**config.mk**
```make
export PLATFORM = sky130hd
export DESIGN_NAME = cnn_conv3x3_acc
export DESIGN_NICKNAME = d
export VERILOG_FILES = /design/src/rtl/cnn_conv3x3_acc.sv
export SDC_FILE = /design/constraint.sdc
export NUM_CORES = 1
export LEC_CHECK = 0
export BUFFER_PORTS_ARGS = -buffer_cell sky130_fd_sc_hd__buf_2
export CAP_MARGIN = 20
export CORE_AREA = 2 2 91 128
export CTS_BUF_LIST = sky130_fd_sc_hd__clkbuf_16
export CTS_CLUSTER_DIAMETER = 60
export DETAILED_ROUTE_END_ITERATION = 12
export DIE_AREA = 0 0 93 130
export GPL_TIMING_DRIVEN = 0
export PLACE_DENSITY = 0.71
export SLEW_MARGIN = 20
export SYNTH_ARGS = -nofsm -noshare
export SYNTH_HDL_FRONTEND = slang
export SYNTH_SLANG_ARGS = --single-unit
```
**constraint.sdc**
```tcl
create_clock -name clk -period 6.65 [get_ports clk]
set_input_delay 0.665 -clock clk [delete_from_list [all_inputs] [get_ports clk]]
set_output_delay 0.665 -clock clk [all_outputs]
set_load 0.005 [all_outputs]
```
**src/rtl/cnn_conv3x3_acc.sv**
```systemverilog
// Binary 3x3 convolution stage: serial 9-tap accumulate, bias, ReLU, shift, saturate,
// with a single-entry valid/ready output slot and per-frame window counting.
module cnn_conv3x3_acc #(
  parameter int              WIN_PER_FRAME = 676,
  parameter logic signed [7:0] BIAS        = 8'sd0,
  parameter int              OUT_SHIFT     = 0
) (
  input  logic       clk,
  input  logic       rst,
  input  logic       pix_vld,
  input  logic       pix,
  output logic       bsy,
  input  logic       w_wr,
  input  logic [3:0] w_addr,
  input  logic [7:0] w_data,
  input  logic       frame_clr,
  output logic       out_vld,
  input  logic       out_rdy,
  output logic [7:0] out_data,
  output logic       frame_done
);

  typedef enum logic [1:0] {IDLE = 2'd0, ACC = 2'd1, FIN = 2'd2} state_t;

  state_t             state_q, state_d;
  logic signed [7:0]  w_q [9];
  logic signed [7:0]  w_d [9];
  logic signed [11:0] acc_q, acc_d;
  logic [3:0]         tap_q, tap_d;
  logic [9:0]         win_cnt_q, win_cnt_d;
  logic               out_vld_q, out_vld_d;
  logic [7:0]         out_data_q, out_data_d;
  logic               last_q, last_d;
  logic               frame_done_q, frame_done_d;

  logic signed [7:0]  tap_w_s;
  logic signed [11:0] tap_ext_s;
  logic signed [11:0] sum_s;
  logic signed [11:0] shr_s;
  logic [7:0]         val_s;
  logic [9:0]         cnt_inc_s;
  logic               last_win_s;
  logic               accept_s;
  logic               slot_free_s;
  logic               we_s;

  // Weight selected by the current tap, sign-extended for accumulation.
  always_comb begin
    tap_w_s = 8'sd0;
    for (int i = 0; i < 9; i++) begin
      if (tap_q == 4'(i)) begin
        tap_w_s = w_q[i];
      end else begin
        tap_w_s = tap_w_s;
      end
    end
    tap_ext_s = {{4{tap_w_s[7]}}, tap_w_s};
  end

  // Post-processing of the finished sum: bias, ReLU, shift, saturate to 8 bits.
  always_comb begin
    sum_s = acc_q + {{4{BIAS[7]}}, BIAS};
    shr_s = sum_s >>> OUT_SHIFT;
    if (sum_s[11]) begin
      val_s = 8'd0;
    end else if (shr_s > 12'sd255) begin
      val_s = 8'd255;
    end else begin
      val_s = shr_s[7:0];
    end
  end

  assign accept_s    = out_vld_q && out_rdy;
  assign slot_free_s = !out_vld_q || out_rdy;
  assign cnt_inc_s   = win_cnt_q + 10'd1;
  assign last_win_s  = (cnt_inc_s == 10'(WIN_PER_FRAME));
  assign we_s        = w_wr && (state_q == IDLE) && !pix_vld && (w_addr <= 4'd8);

  // Weight file update; only the addressed tap changes.
  always_comb begin
    for (int i = 0; i < 9; i++) begin
      w_d[i] = (we_s && (w_addr == 4'(i))) ? w_data : w_q[i];
    end
  end

  // Window FSM, output slot and frame counter next-state.
  always_comb begin
    state_d      = state_q;
    acc_d        = acc_q;
    tap_d        = tap_q;
    win_cnt_d    = win_cnt_q;
    out_vld_d    = out_vld_q;
    out_data_d   = out_data_q;
    last_d       = last_q;
    frame_done_d = accept_s && last_q;
    if (frame_clr) begin
      state_d      = IDLE;
      acc_d        = 12'sd0;
      tap_d        = 4'd0;
      win_cnt_d    = 10'd0;
      out_vld_d    = 1'b0;
      last_d       = 1'b0;
      frame_done_d = 1'b0;
    end else begin
      if (accept_s) begin
        out_vld_d = 1'b0;
        last_d    = 1'b0;
      end else begin
        out_vld_d = out_vld_q;
      end
      case (state_q)
        IDLE: begin
          if (pix_vld) begin
            acc_d   = pix ? tap_ext_s : 12'sd0;
            tap_d   = 4'd1;
            state_d = ACC;
          end else begin
            state_d = IDLE;
          end
        end
        ACC: begin
          if (pix_vld) begin
            acc_d   = pix ? (acc_q + tap_ext_s) : acc_q;
            tap_d   = tap_q + 4'd1;
            state_d = (tap_q == 4'd8) ? FIN : ACC;
          end else begin
            state_d = ACC;
          end
        end
        FIN: begin
          // Load may coincide with acceptance of the previous result.
          if (slot_free_s) begin
            out_data_d = val_s;
            out_vld_d  = 1'b1;
            last_d     = last_win_s;
            tap_d      = 4'd0;
            win_cnt_d  = last_win_s ? 10'd0 : cnt_inc_s;
            state_d    = IDLE;
          end else begin
            state_d = FIN;
          end
        end
        default: state_d = IDLE;
      endcase
    end
  end

  // State and datapath registers.
  always_ff @(posedge clk or posedge rst) begin
    if (rst) begin
      state_q      <= IDLE;
      acc_q        <= 12'sd0;
      tap_q        <= 4'd0;
      win_cnt_q    <= 10'd0;
      out_vld_q    <= 1'b0;
      out_data_q   <= 8'd0;
      last_q       <= 1'b0;
      frame_done_q <= 1'b0;
      for (int i = 0; i < 9; i++) begin
        w_q[i] <= 8'sd0;
      end
    end else begin
      state_q      <= state_d;
      acc_q        <= acc_d;
      tap_q        <= tap_d;
      win_cnt_q    <= win_cnt_d;
      out_vld_q    <= out_vld_d;
      out_data_q   <= out_data_d;
      last_q       <= last_d;
      frame_done_q <= frame_done_d;
      for (int i = 0; i < 9; i++) begin
        w_q[i] <= w_d[i];
      end
    end
  end

  assign bsy        = (state_q != IDLE);
  assign out_vld    = out_vld_q;
  assign out_data   = out_data_q;
  assign frame_done = frame_done_q;

endmodule
```
; After elaboration in Yosys (flattened, before gate mapping)
; Index checks and enable logic that the tools add are counted.
; W data, S select, Z words.
[word_totals]
register_bits = 111
latchBits = 0
mem_bits_rw = 0
rom_bits = 0
wordCells = 116
mem_count = 0
[op_classes]
n_addsub = 3
n_mul = 0
n_div = 0
magnitude_cmp = 2
n_eq_ne = 23
n_shift = 0
n_mux = 41
bitwise_logic = 1
reduce_logical = 29
[ops]
columns = op, count
row1 = $mux W8, 11
row2 = $mux W12, 5
row3 = $mux W10, 4
row4 = $eq A4 B3 Y1 const B, 8
row5 = $pmux W12 S2, 1
row6 = $eq A4 B2 Y1 const B, 4
row7 = $mux W4, 4
row8 = $logic_and A1 B1 Y1, 14
row9 = $add A12 B8 Y12, 1
row10 = $gt A12 B9 Y1 const B, 1
row11 = $ne A3 B3 Y1 const B, 4
row12 = $pmux W4 S3, 1
row13 = $add A10 B1 Y10 const B, 1
row14 = $eq A10 B10 Y1 const B, 1
row15 = $mux W1, 10
row16 = $eq A4 B1 Y1 const B, 2
row17 = $eq A4 B4 Y1 const B, 2
row18 = $logic_not A4 Y1, 2
row19 = $mux W2, 4
row20 = $reduce_and A4 Y1, 2
row21 = $pmux W2 S3, 1
row22 = $reduce_bool A2 Y1, 3
row23 = $add A4 B1 Y4 const B, 1
row24 = $le A4 B4 Y1 const B, 1
row25 = 10 further kinds, 11

; Longest topological paths before layout
; Gate-level depths: netlist of run 1.
[depth]
depth_word = 15
depth_mapped = 19
mapped_depth_nobuf = 18

; Worst setup path before layout of run 1
; No wires, ideal clock.
[synth_timing]
path_kind = reg2reg
from = register tap_q[0]
to = register acc_q[10]
setup_ps = 69
arrival_ps = 3343
required_time_ps = 6581
path_slack_ps = 3238
stages_incl_launch_ff = 20
path_buffers = 2
synth_period_minus_slack_ps = 3412
cell_sequence = dfrtp_1 inv_1 ha_1 buf_4 clkbuf_1 a21oi_1 a21oi_1 o211ai_1 a221oi_1 nor2_1 ha_1 inv_1 fa_1 nor2b_1 o21ai_0 a21oi_1 o41ai_1 o21ai_0 or2_2 nand3_1
[synth_between]
elab_chain_len = 15
[synth_rtl]
columns = element, line_no
row1 = start: declaration, 29  ; logic [3:0] tap_q, tap_d;
row2 = start signal: assignment, 165  ; tap_q <= tap_d;
row3 = $logic_not A4 Y1, 51  ; if (tap_q == 4'(i)) begin
row4 = $mux W8 (8 in series), 51
row5 = $mux W8 *, 51
row6 = $add A12 B8 Y12, 123  ; acc_d = pix ? (acc_q + tap_ext_s) : acc_q;
row7 = $mux W12, 123
row8 = $mux W12, 122  ; if (pix_vld) begin
row9 = $pmux W12 S2 *, 111  ; case (state_q)
row10 = $mux W12 *, 96  ; if (frame_clr) begin
row11 = end signal: assignment, 152  ; acc_q <= 12'sd0;
row12 = end signal: assignment, 164  ; acc_q <= acc_d;
row13 = end: declaration, 28  ; logic signed [11:0] acc_q, acc_d;
; Every way passes the cells marked *; elsewhere a longest branch is shown, timed or not. The select of a mux whose other input is x is not followed.
; A chain may end at the register's enable or synchronous reset.

; Worst setup path after layout of run 1
; Same ends and word-level chain as after synthesis.

==> impl_results.md, run 1 <==
* Number of buffers inserted by port buffering at 26
* Sequential fraction of design power at 0.500
* Routed WL per cell at 17.8 um
* Number of global-route vias before repair at 4468
* Fraction of layout cells with a size suffix above 1 at 0.222
* Sequential share of the synthesized area at 0.473
* Count of final hold-check violations at 0
* Total inserted antenna cells at 0
* Total grt overflow at 0
* TritonCTS clock tree: yes
* Yosys warning total at 0
* Cell area after technology mapping at 5880 um^2
* Primary flip-flop cell chosen by synthesis mapping: dfrtp_1
* Clock latency reported for the late side of the worst-skew pair at 0.35 ns
* Global routing usage summed across all routing layers at 0.236
* Run status: finished clean
* Clock skew after layout at 0.00783 ns
* Hold_buf cts at 0
* Data arrival time of the critical path at 4.68 ns
* Htree depth at 3
* Antenna violations before repair at 0
* Combinational fraction of design power at 0.171
* Critical Setup Path Class: register to register
* Highest achievable clock rate at 228 MHz
* Maximum net fanout on the critical path at 10
* Worst path required time at 6.94 ns
* Clk sink count at 111
* Critical Path Source Type: register
* Top delay family on crit path: compound AO/OA/AOI/OAI gates
* Static leakage at 2.97 nW
* Largest net degree at the start of global routing at 74
* Register bit total from synthesis at 111
* Row cnt at 46
* Unrepaired setup endpoints after global routing: false
* Number of enable-type register cells in the synthesized netlist at 0
* Signed area change from the synthesized netlist to the final layout at 10.9%
* Top Ports at 30
* Die area at 12100 um^2
* Remaining max-slew budget at the tightest pin at 0.422
* Power per Cell Area at 247 nW/um^2
* Critical Path Max Stage Delay at 0.56 ns
* Initial core utilization at 0.532
* Length of the first detailed-routing pass in iterations at 5
* Worst voltage drop across the vdd grid at 150 uV
* Largest cells by area after synthesis: dfrtp_1 (47%), mux2_2 (14%), ha_1 (4.3%)
* Vert. Die Dim at 130 um
* Sum Neg Setup Slack at 0 ns
* Routed Wire Length at 13.3 mm
* Library cell appearing most often on the critical path: a21oi_1
* Maximum count of clock buffers along a single path at 2
* Number of buffers added by the clock tree synthesis step at 9
* Finished Cell Area at 6520 um^2
* # setup viols final at 0
* Critical path, cell by cell: inv_1 -> ha_1 -> buf_4 -> clkbuf_1 -> a21oi_1 -> a21oi_1 -> o211ai_1 -> a221oi_1 -> nor2_1 -> ha_1 -> inv_1 -> fa_1 -> nor2b_1 -> o21ai_0 -> a21oi_1 -> o41ai_1 -> o21ai_0 -> or2_2 -> nand3_1
* Switching Share at 0.284
* Unique masters post-synth at 56
* Final RePlAce weighted congestion at 0.856
* Residual DRC count at 0
* Syn_nets at 597
* Pins Over Slew Limit at 0
* Cell accounting for the most synthesized area: dfrtp_1
* Share of synthesized registers carrying an async set or reset at 1.00
* HPWL after detailed placement at 9.77 mm
* Count of routing violations after the opening detailed-route iteration at 281
* Cells resized by post-CTS repair at 0
* Clock root buffer: clkbuf_16
* Clock power frac at 0.329
* Element type at the critical path end: register
* Mean Syn Cell Area at 10.6 um^2
* Slowest cell on the critical path: o41ai_1
* Sum of buffers and inverters on the critical path at 4
* Post-layout util at 0.590
* Wire length of the first global-routing pass at 22.4 mm
* Max Cap Viol at 0
* Post-detailed-placement cell area at 6220 um^2
* Number of setup buffers added after CTS at 0
* Switching power at 0.458 mW
* Slew of the pin with the lowest slew margin at 0.862 ns
* Number of routed nets with antenna violations at 0
* Number of standard cells after synthesis at 557
* Type of the worst min-delay path: primary input to async pin
* Fraction of the cycle the final worst path needs at 0.660
* Yosys top cell area share at 0.473
* FILL cells at 956
* Internal Pwr Total at 1.15 mW
* Floorplan core area at 11100 um^2
* Detail-routed via count per cell at 5.91
* Post-CTS clock slew at the launch and capture registers of the worst setup and hold paths at 0.08 ns
* Routed vias at 4398
* Final critical path time including I/O delays and setup at 4.39 ns
* Die outline width at 93 um
* Final #Nets at 635
[cells in the final DEF, fill, tap and decap left out, types with 4 or more instances in the layout]
master,Yosys,final
a31oi_1,5,5
o211ai_1,4,4
a22oi_1,6,6
and3_1,6,6
o31ai_1,7,7
o21ai_0,29,29
a221o_1,6,6
clkbuf_16,0,9
a21oi_1,34,34
nor3_1,12,12
ha_1,20,20
nand2b_1,12,12
a21o_1,6,6
mux2_2,71,71
inv_1,17,17
nor2b_1,11,11
xnor2_1,5,5
a221oi_1,9,9
nor2_1,51,51
nand3b_1,10,10
buf_2,9,35
dfrtp_1,111,111
clkbuf_1,9,9
inv_6,0,4
xor2_1,7,7
nand3_1,7,7
a211oi_1,4,4
o22ai_1,6,6
nand2_1,38,38
nand4_1,5,5
nor3b_1,4,4
[layout make-up]
type / instances / area, um^2 / share of cell area
buffer: 23 / 109 / 0.0167
clock buffer: 9 / 225 / 0.0345
clock inverter: 7 / 65.1 / 0.00998
inverter: 17 / 68.8 / 0.0106
multi-input combinational: 406 / 2940 / 0.450
sequential: 111 / 2780 / 0.426
tap: 144 / 180 / 0.0276
timing repair buffer: 27 / 158 / 0.0242
[power by group through the flow]
stage	Combinational, mW	Clock, mW	Sequential [mW]
after floorplan	0.205	0	0.805
after global placement	0.257	0	0.812
final	0.275	0.530	0.806
after CTS	0.275	0.536	0.805
after detailed placement	0.273	0	0.818
after global routing	0.307	0.564	0.817
[routing by layer]
layer | part of all wire | wire [um] | GRT usage | up-vias
met5 | 0 | 0 | 0 | -
met4 | 0.022 | 293 | 0.0727 | 0
met3 | 0.034 | 452 | 0.0352 | 21
met2 | 0.53 | 7040 | 0.434 | 97
met1 | 0.41 | 5470 | 0.284 | 2188
li1 | - | - | - | 2092
[logic make-up (layout without fill, tap and decap cells)]
kind of cell / count (synthesis) / count (layout) / synth area share
XOR/XNOR: 12 / 12 / 0.0179
AO/OA/AOI/OAI: 128 / 128 / 0.141
adder cells (fa/ha/maj): 21 / 21 / 0.0460
multiplexers: 72 / 72 / 0.138
flip-flops: 111 / 111 / 0.473
buffers and inverters: 40 / 83 / 0.0294
AND/OR/NAND/NOR: 173 / 173 / 0.156
[cell usage after synthesis, types with 6 or more instances]
master and n:
buf_2 9, a221oi_1 9, a221o_1 6, nand2b_1 12
nand2_1 38, nor2_1 51, inv_1 17, o31ai_1 7
mux2_2 71, a21oi_1 34, nor3_1 12, ha_1 20
o21ai_0 29, a21o_1 6, a22oi_1 6, nand3_1 7
xor2_1 7, clkbuf_1 9, and3_1 6, o22ai_1 6
nor2b_1 11, dfrtp_1 111, nand3b_1 10
[registers in the layout, summed over array words and instances (netlist names)]
name and cells:
acc_q 12, frame_done 1, last_q 1, out_data 8
out_vld 1, state_q 2, tap_q 4, w_q 72
win_cnt_q 10
[worst paths after layout]
kind                                    startpoint                 endpoint  slack, ns  cells after the start
setup / recovery              tap_q[0]$_DFFE_PP0P_    acc_q[10]$_DFFE_PP0P_       2.26                     19
max in group asynchronous                      rst      w_q[47]$_DFFE_PP0P_       5.66                      3
setup reg to reg              tap_q[0]$_DFFE_PP0P_    acc_q[10]$_DFFE_PP0P_       2.26                     19
hold / removal                                 rst  out_data[1]$_DFFE_PP0P_       0.30                      2
min in group clk           out_data[2]$_DFFE_PP0P_  out_data[2]$_DFFE_PP0P_       0.47                      2
hold reg to reg            out_data[2]$_DFFE_PP0P_  out_data[2]$_DFFE_PP0P_       0.47                      2
[per-stage QoR]
step,power [mW],setup slack [ns],std cells,hold slack [ns]
after floorplan,1.01,3.05,557,0.441
after global placement,1.07,1.85,727,0.456
after detailed placement,1.09,2.44,728,0.464
after global routing,1.69,1.96,744,0.331
final,1.61,2.26,744,0.303
after CTS,1.62,2.38,744,0.324
(Power assumes the default switching activity.)
==> run 2, diff against run 1 <==
PLACE_DENSITY = 0.74   (was 0.71)
clock period = 3.6 ns   (was 6.65 ns; I/O delays follow)
==> run 2 against run 1 <==
Compared with the run above:
- highest routed layer unchanged
- routed wire length up 4.1%
- combinational power up 110%
- worst setup slack worse by 2.3 ns
- the flow now finishes with violations (negative setup slack)
- via count up 4.9%
==> impl_results.md, run 2 (synthesized netlist as in run 1, its figures left out) <==
* Static leakage at 3.13 nW (+5.4%)
* Failing checks: negative setup slack
* Number of buffers inserted by port buffering at 26 (unchanged)
* Routed WL per cell at 18.0 um (+1.0%)
* Top Ports at 30 (unchanged)
* Detail-routed via count per cell at 6.02 (+1.8%)
* Run status: finished with violations
* Routed Wire Length at 13.8 mm (+4.1%)
* Pins Over Slew Limit at 0 (unchanged)
* Residual DRC count at 0 (unchanged)
* Top library cells by usage in the layout, fill and taps aside: dfrtp_1 (110), mux2_2 (71), nor2_1 (50)
* Die area at 12100 um^2 (unchanged)
* Row cnt at 46 (unchanged)
* Flip-flop count of the largest register after layout at 72 (unchanged)
* Fraction of layout cells with a size suffix above 1 at 0.303 (+0.0817)
* Die outline width at 93 um (unchanged)
* Largest Register: w_q
* Highest achievable clock rate at 277 MHz (+22%)
* Global routing usage summed across all routing layers at 0.239 (+0.00300)
* Antenna violations before repair at 0 (unchanged)
* Number of routed nets with antenna violations at 0 (unchanged)
* Hold_buf cts at 0 (unchanged)
* Maximum count of clock buffers along a single path at 2 (unchanged)
* Worst voltage drop across the vdd grid at 388 uV (+160%)
* Largest net degree at the start of global routing at 62 (-16%)
* Final RePlAce weighted congestion at 0.902 (+5.4%)
* Max Cap Viol at 0 (unchanged)
* Unrepaired setup endpoints after global routing: true
* Element type at the critical path end: register
* Fraction of the cycle the final worst path needs at 1.00 (+0.341)
* Maximum net fanout on the critical path at 8 (-2)
* Clock root buffer: clkbuf_16
* Power consumption at 3.03 mW (+88%)
* Floorplan core area at 11100 um^2 (unchanged)
* Length of the first detailed-routing pass in iterations at 5 (unchanged)
* TritonCTS clock tree: yes
* Type of the worst min-delay path: primary input to async pin
* Final #Nets at 658 (+3.6%)
* Clock skew after layout at 0.00805 ns (+0.000215 ns)
* HPWL after detailed placement at 9.68 mm (-0.94%)
* Reg2Reg Depth at 19 (unchanged)
* Wire length of the first global-routing pass at 22.7 mm (+1.6%)
* Number of cells in the finished layout apart from fillers at 767 (+3.1%)
* Slack of the critical path at -0.00401 ns (-2.26 ns)
* Worst R2R Start: tap_q[0]$_DFFE_PP0P_
* Worst path required time at 3.85 ns (-3.09 ns)
* Number of buffers added by the clock tree synthesis step at 9 (unchanged)
* Total grt overflow at 0 (unchanged)
* # setup viols final at 1 (+1)
* Total inserted antenna cells at 0 (unchanged)
* Slew of the pin with the lowest slew margin at 1.09 ns (+0.224 ns)
* Data arrival time of the critical path at 3.85 ns (-0.83 ns)
* Count of final hold-check violations at 0 (unchanged)
* Power per Cell Area at 440 nW/um^2 (+78%)
* Critical Setup Path Class: register to register
* Signed area change from the synthesized netlist to the final layout at 17.0%
* Htree depth at 3 (unchanged)
* Commonest non-fill, non-tap cell in the layout: dfrtp_1
* Critical Path Source Type: register
* Count of routing violations after the opening detailed-route iteration at 245 (-13%)
* Cell total after placement at 728 (unchanged)
* Routed vias at 4614 (+4.9%)
* Post-CTS clock slew at the launch and capture registers of the worst setup and hold paths at 0.08 ns (about the same)
* Vert. Die Dim at 130 um (unchanged)
* Clk sink count at 111 (unchanged)
* Startpoint of the worst setup timing path: tap_q[0]$_DFFE_PP0P_
* Initial core utilization at 0.532 (unchanged)
* Final critical path time including I/O delays and setup at 3.60 ns (-0.788 ns)
* Number of global-route vias before repair at 4703 (+5.3%)
* Remaining max-slew budget at the tightest pin at 0.270 (-0.152)
* Clock latency reported for the late side of the worst-skew pair at 0.36 ns (about the same)
* Registers with the most flip-flops: w_q (72), acc_q (12), win_cnt_q (10)
==> run 2: changes by cell type in the layout (fill, tap and decap cells not counted), moves of 4 or more <==
cell      previous run  this run
o21ai_0             29        25
ha_1                20        14
buf_2               35        31
buf_4                1        26
a221oi_2             0         4
buf_6                1         5
a221oi_1             9         5
==> run 2: final timing paths <==
kind	to	slack (ns)
worst max register to register	acc_q[8]$_DFFE_PP0P_	-0.004
worst max-delay path	acc_q[8]$_DFFE_PP0P_	-0.004
max in group asynchronous	w_q[23]$_DFFE_PP0P_	2.90
worst min register to register	out_data[1]$_DFFE_PP0P_	0.47
worst min-delay path	w_q[12]$_DFFE_PP0P_	0.03
min in group clk	frame_done$_DFF_PP0_	0.27
==> run 2: layout make-up <==
cell class                 instances  area, um^2
buffer                            22         140
clock buffer                       9         225
clock inverter                     7        57.6
fill                             910        4170
inverter                          17        71.3
multi-input combinational        406        3080
sequential                       111        2780
tap                              144         180
timing repair buffer              51         342
==> run 2: what timing repair did <==
item,CTS,global route
hold endpoints to repair,0,0
setup buffers,5,18
setup endpoints to repair,8,8
gates resized for setup,25,36
gates cloned,0,1
pin swaps,3,24
==> run 2: worst max-delay path, cell delays in order, from the launching register on <==
cell and delay (ns):
dfrtp_1 0.42, buf_6 0.13, ha_4 0.19, buf_4 0.15
nor2b_4 0.25, a22oi_2 0.11, a21oi_1 0.21, a221oi_2 0.10
nor2_1 0.19, ha_2 0.23, inv_2 0.05, fa_2 0.42
nor2b_4 0.15, o21ai_2 0.09, a21oi_2 0.20, o41ai_2 0.09
buf_4 0.14, xor2_1 0.12, a21oi_1 0.08, a21o_1 0.16
==> run 2: stage by stage <==
step,setup TNS (ns),util,worst slack [ns],hold slack (ns),instance area [um^2]
finish,-0.00401,0.622,-0.00401,0.0335,6880
global placement,-97.83,0.560,-0.878,0.458,6190
CTS,0,0.599,0.00246,0.0530,6620
global route,-0.614,0.622,-0.182,0.0757,6880
detailed placement,-1.46,0.563,-0.519,0.438,6220
floorplan,0,-,0.188,0.441,5880
==> run 2: power breakdown <==
group / switching (mW) / internal (mW) / leakage, nW / total (mW)
Combinational: 0.285 / 0.284 / 1.53 / 0.569
Clock: 0.488 / 0.480 / 0.140 / 0.968
Sequential: 0.0870 / 1.40 / 1.46 / 1.49
==> run 2: per-layer routing <==
layer / vias up / GRT usage / wire [um]
li1: 2154 / - / -
met1: 2324 / 0.290 / 5660
met2: 103 / 0.414 / 7230
met3: 33 / 0.0358 / 433
met4: 0 / 0.121 / 471
met5: - / 0 / 0
==> run 3, diff against run 2 <==
ABC_AREA = 1   (was not set)
ABC_CLOCK_PERIOD_IN_PS = 3600   (was not set)
CORE_AREA = 2 2 92 130   (was 2 2 91 128)
DIE_AREA = 0 0 94 132   (was 0 0 93 130)
HOLD_SLACK_MARGIN = 0.1   (was not set)
==> run 3 against run 2 <==
Compared with the run above:
- the run now ends clean
- synthesized cell count increased by 42%
- via count increased by 16%
- die area up 2.6%
- flip-flop and latch count did not move
- largest power group unchanged
==> impl_results.md, run 3 <==
* Top Ports at 30 (unchanged)
* Run status: finished clean
* Clock root buffer: clkbuf_16
* Count of final hold-check violations at 0 (unchanged)
* Top library cells by usage in the layout, fill and taps aside: nand2_1 (233), dfrtp_1 (110), o21ai_0 (105)
* Worst voltage drop across the vdd grid at 261 uV (-33%)
* Htree depth at 3 (unchanged)
* Number of global-route vias before repair at 5173 (+10%)
* Global routing usage summed across all routing layers at 0.251 (+0.0120)
* Final RePlAce weighted congestion at 0.985 (+9.2%)
* Fraction of the cycle the final worst path needs at 0.948 (-0.0529)
* Max Cap Viol at 0 (unchanged)
* Mean Syn Cell Area at 7.67 um^2 (-27%)
* Static leakage at 3.36 nW (+7.3%)
* Number of routed nets with antenna violations at 0 (unchanged)
* Antenna violations before repair at 0 (unchanged)
* Startpoint of the worst setup timing path: tap_q[0]$_DFFE_PP0P_
* Post-Place Setup Slack at -0.129 ns (+0.391 ns)
* Final critical path time including I/O delays and setup at 3.41 ns (-0.190 ns)
* Routed vias at 5373 (+16%)
* Yosys top cell area share at 0.458 (-0.0143)
* Number of enable-type register cells in the synthesized netlist at 0 (unchanged)
* Number of buffers inserted by port buffering at 29 (+12%)
* Sequential share of the synthesized area at 0.458 (-0.0143)
* Vert. Die Dim at 132 um (+1.5%)
* Initial core utilization at 0.540 (+0.00821)
* Total grt overflow at 0 (unchanged)
* Number of buffers added by the clock tree synthesis step at 9 (unchanged)
* Row cnt at 46 (unchanged)
* Routed WL per cell at 15.1 um (-16%)
* Pins Over Slew Limit at 0 (unchanged)
* TritonCTS clock tree: yes
* Top delay family on crit path: simple AND/OR/NAND/NOR gates
* Commonest non-fill, non-tap cell in the layout: nand2_1
* Critical Path Max Stage Delay at 0.46 ns (+0.04 ns)
* Largest net degree at the start of global routing at 72 (+16%)
* # setup viols final at 0 (-1)
* Largest cells by area after synthesis: dfrtp_1 (46%), nand2_1 (14%), o21ai_0 (8.8%)
* Maximum count of clock buffers along a single path at 2 (unchanged)
* Cell area after technology mapping at 6060 um^2 (+3.1%)
* Share of synthesized registers carrying an async set or reset at 1.00 (unchanged)
* Cell with the most instances after synthesis: nand2_1
* Total inserted antenna cells at 0 (unchanged)
* Residual DRC count at 0 (unchanged)
* Flip-flop count of the largest register after layout at 72 (unchanged)
* Clk sink count at 111 (unchanged)
* Most instantiated cells after synthesis: nand2_1 (233), dfrtp_1 (111), o21ai_0 (106), inv_1 (83), nand3_1 (61)
* Clock latency reported for the late side of the worst-skew pair at 0.35 ns (about the same)
* Worst R2R Start: tap_q[0]$_DFFE_PP0P_
* Registers with the most flip-flops: w_q (72), acc_q (12), win_cnt_q (10)
* Yosys warning total at 0 (unchanged)
* Wire length of the first global-routing pass at 24.7 mm (+8.8%)
* Slack of the critical path at 0.186 ns (+0.190 ns)
* Floorplan core area at 11200 um^2 (+1.6%)
* Register bit total from synthesis at 111 (unchanged)
* Unique masters post-synth at 43 (-23%)
* Launch instance of the worst min-delay path: out_rdy
* Post-CTS clock slew at the launch and capture registers of the worst setup and hold paths at 0.08 ns (about the same)
* Critical Path Source Type: register
* Maximum net fanout on the critical path at 7 (-1)
* Critical Setup Path Class: register to register
* Count of routing violations after the opening detailed-route iteration at 304 (+24%)
* Element type at the critical path end: register
* Remaining max-slew budget at the tightest pin at 0.633 (+0.363)
* Fraction of layout cells with a size suffix above 1 at 0.129 (-0.174)
* Power per Cell Area at 418 nW/um^2 (-5.1%)
* Slowest cell on the critical path: dfrtp_2
* Cell accounting for the most synthesized area: dfrtp_1
* FILL cells at 1030 (+13%)
* Post-layout util at 0.608 (-0.0143)
* Syn_nets at 830 (+39%)
* Clock skew after layout at 0.00912 ns (+0.00107 ns)
* Largest Register: w_q
* Signed area change from the synthesized netlist to the final layout at 12.6%
* Die area at 12400 um^2 (+2.6%)
* Type of the worst min-delay path: primary input to register
* Routed Wire Length at 14.9 mm (+8.3%)
* Worst path required time at 3.84 ns (about the same)
* Data arrival time of the critical path at 3.65 ns (-0.20 ns)
* Sum of buffers and inverters on the critical path at 5 (+1)
* Library cell appearing most often on the critical path: nand2_1
* Final #Nets at 879 (+34%)
* Die outline width at 94 um (+1.1%)
* Number of standard cells after synthesis at 790 (+42%)
* Primary flip-flop cell chosen by synthesis mapping: dfrtp_1
* HPWL after detailed placement at 10.8 mm (+12%)
* Slew of the pin with the lowest slew margin at 0.546 ns (-0.540 ns)
* Length of the first detailed-routing pass in iterations at 5 (unchanged)
* Highest achievable clock rate at 293 MHz (+5.6%)
* Detail-routed via count per cell at 5.44 (-9.5%)
[run 3: cell types whose count changed after synthesis, moves of 9 or more]
cell,delta
nand2_1,+195
o21ai_0,+77
mux2_2,-71
inv_1,+66
nand3_1,+54
a21oi_1,-14
nand2b_1,-12
nor2b_1,-11
or2_2,+11
a221oi_1,-9
[run 3: path summary, 6_finish.rpt]
| kind | to | slack [ns] | cells past startpoint |
|---|---|---|---|
| worst min register to register | acc_q[11]$_DFFE_PP0P_ | 0.48 | 2 |
| worst max register to register | acc_q[11]$_DFFE_PP0P_ | 0.19 | 27 |
| worst max-delay path | acc_q[11]$_DFFE_PP0P_ | 0.19 | 27 |
| max in group asynchronous | acc_q[3]$_DFFE_PP0P_ | 2.35 | 4 |
| min in group asynchronous | frame_done$_DFF_PP0_ | 0.55 | 3 |
| worst min-delay path | frame_done$_DFF_PP0_ | 0.27 | 3 |
[run 3: power breakdown]
part	total, mW	switching [mW]	internal (mW)
sequential	1.44	0.0742	1.37
clock	0.941	0.468	0.472
combinational	0.470	0.304	0.166
[run 3: cell type report]
type | instances | area [um^2] | area share
clock inverter | 6 | 47.5 | 0.00697
inverter | 86 | 330 | 0.0484
clock buffer | 9 | 225 | 0.0330
buffer | 19 | 101 | 0.0148
multi-input combinational | 574 | 2930 | 0.429
sequential | 111 | 2780 | 0.407
timing repair buffer | 38 | 235 | 0.0345
tap | 144 | 180 | 0.0264
[run 3: repair_timing]
item | in CTS | in global routing
pin swaps | 0 | 10
endpoints found under the hold margin | 40 | 0
gates resized for setup | 2 | 26
setup endpoints to repair | 3 | 7
buffers inserted | 0 | 7
cloned | 0 | 0
hold buffers | 1 | 0
[run 3: stage by stage]
| stage | instance area (um^2) | cells | power (mW) | TNS, ns | hold WS, ns |
|---|---|---|---|---|---|
| 2_1_floorplan | 6060 | 790 | 1.75 | 0 | 0.423 |
| 4_1_cts | 6710 | 980 | 2.84 | 0 | 0.264 |
| 3_3_place_gp | 6390 | 963 | 1.87 | -97.08 | 0.459 |
| 6_report | 6830 | 987 | 2.85 | 0 | 0.265 |
| 5_1_grt | 6830 | 987 | 3.00 | -0.0210 | 0.272 |
| 3_5_place_dp | 6420 | 964 | 1.90 | -0.241 | 0.397 |
[run 3: per-layer routing]
metal  share of wire  global-route usage  wire length [um]  up-vias
met5               0                   0                 0        -
met4           0.037               0.104               557        0
met3           0.037              0.0303               547       44
met2            0.52               0.431              7730      151
met1            0.41               0.315              6120     2506
li1                -                   -                 -     2672
[run 3: worst register-to-register path, stage by stage (launching register included)]
cell     delay, ns
dfrtp_2       0.46
inv_2         0.10
ha_2          0.19
inv_2         0.08
nor2_4        0.16
buf_4         0.14
nand3_1       0.06
nand3_1       0.11
nand3_1       0.09
nand3_1       0.13
nand2_1       0.08
nand2_1       0.07
nand2_1       0.06
nand2_1       0.10
nand2_1       0.11
inv_1         0.08
ha_1          0.21
nand3_1       0.12
nand3_2       0.12
nand3_1       0.12
nand4_1       0.15
xor2_1        0.22
inv_1         0.06
nand3_1       0.07
nand2_1       0.08
nand2_1       0.04
nand2_1       0.06
nand2_1       0.04
[run 3: cell families after synthesis]
logic type,Yosys count,share of synthesized area
AND/OR/NAND/NOR,395,0.282
AO/OA/AOI/OAI,150,0.134
flip-flops,111,0.458
buffers and inverters,105,0.0700
adder cells (fa/ha/maj),21,0.0446
XOR/XNOR,8,0.0116
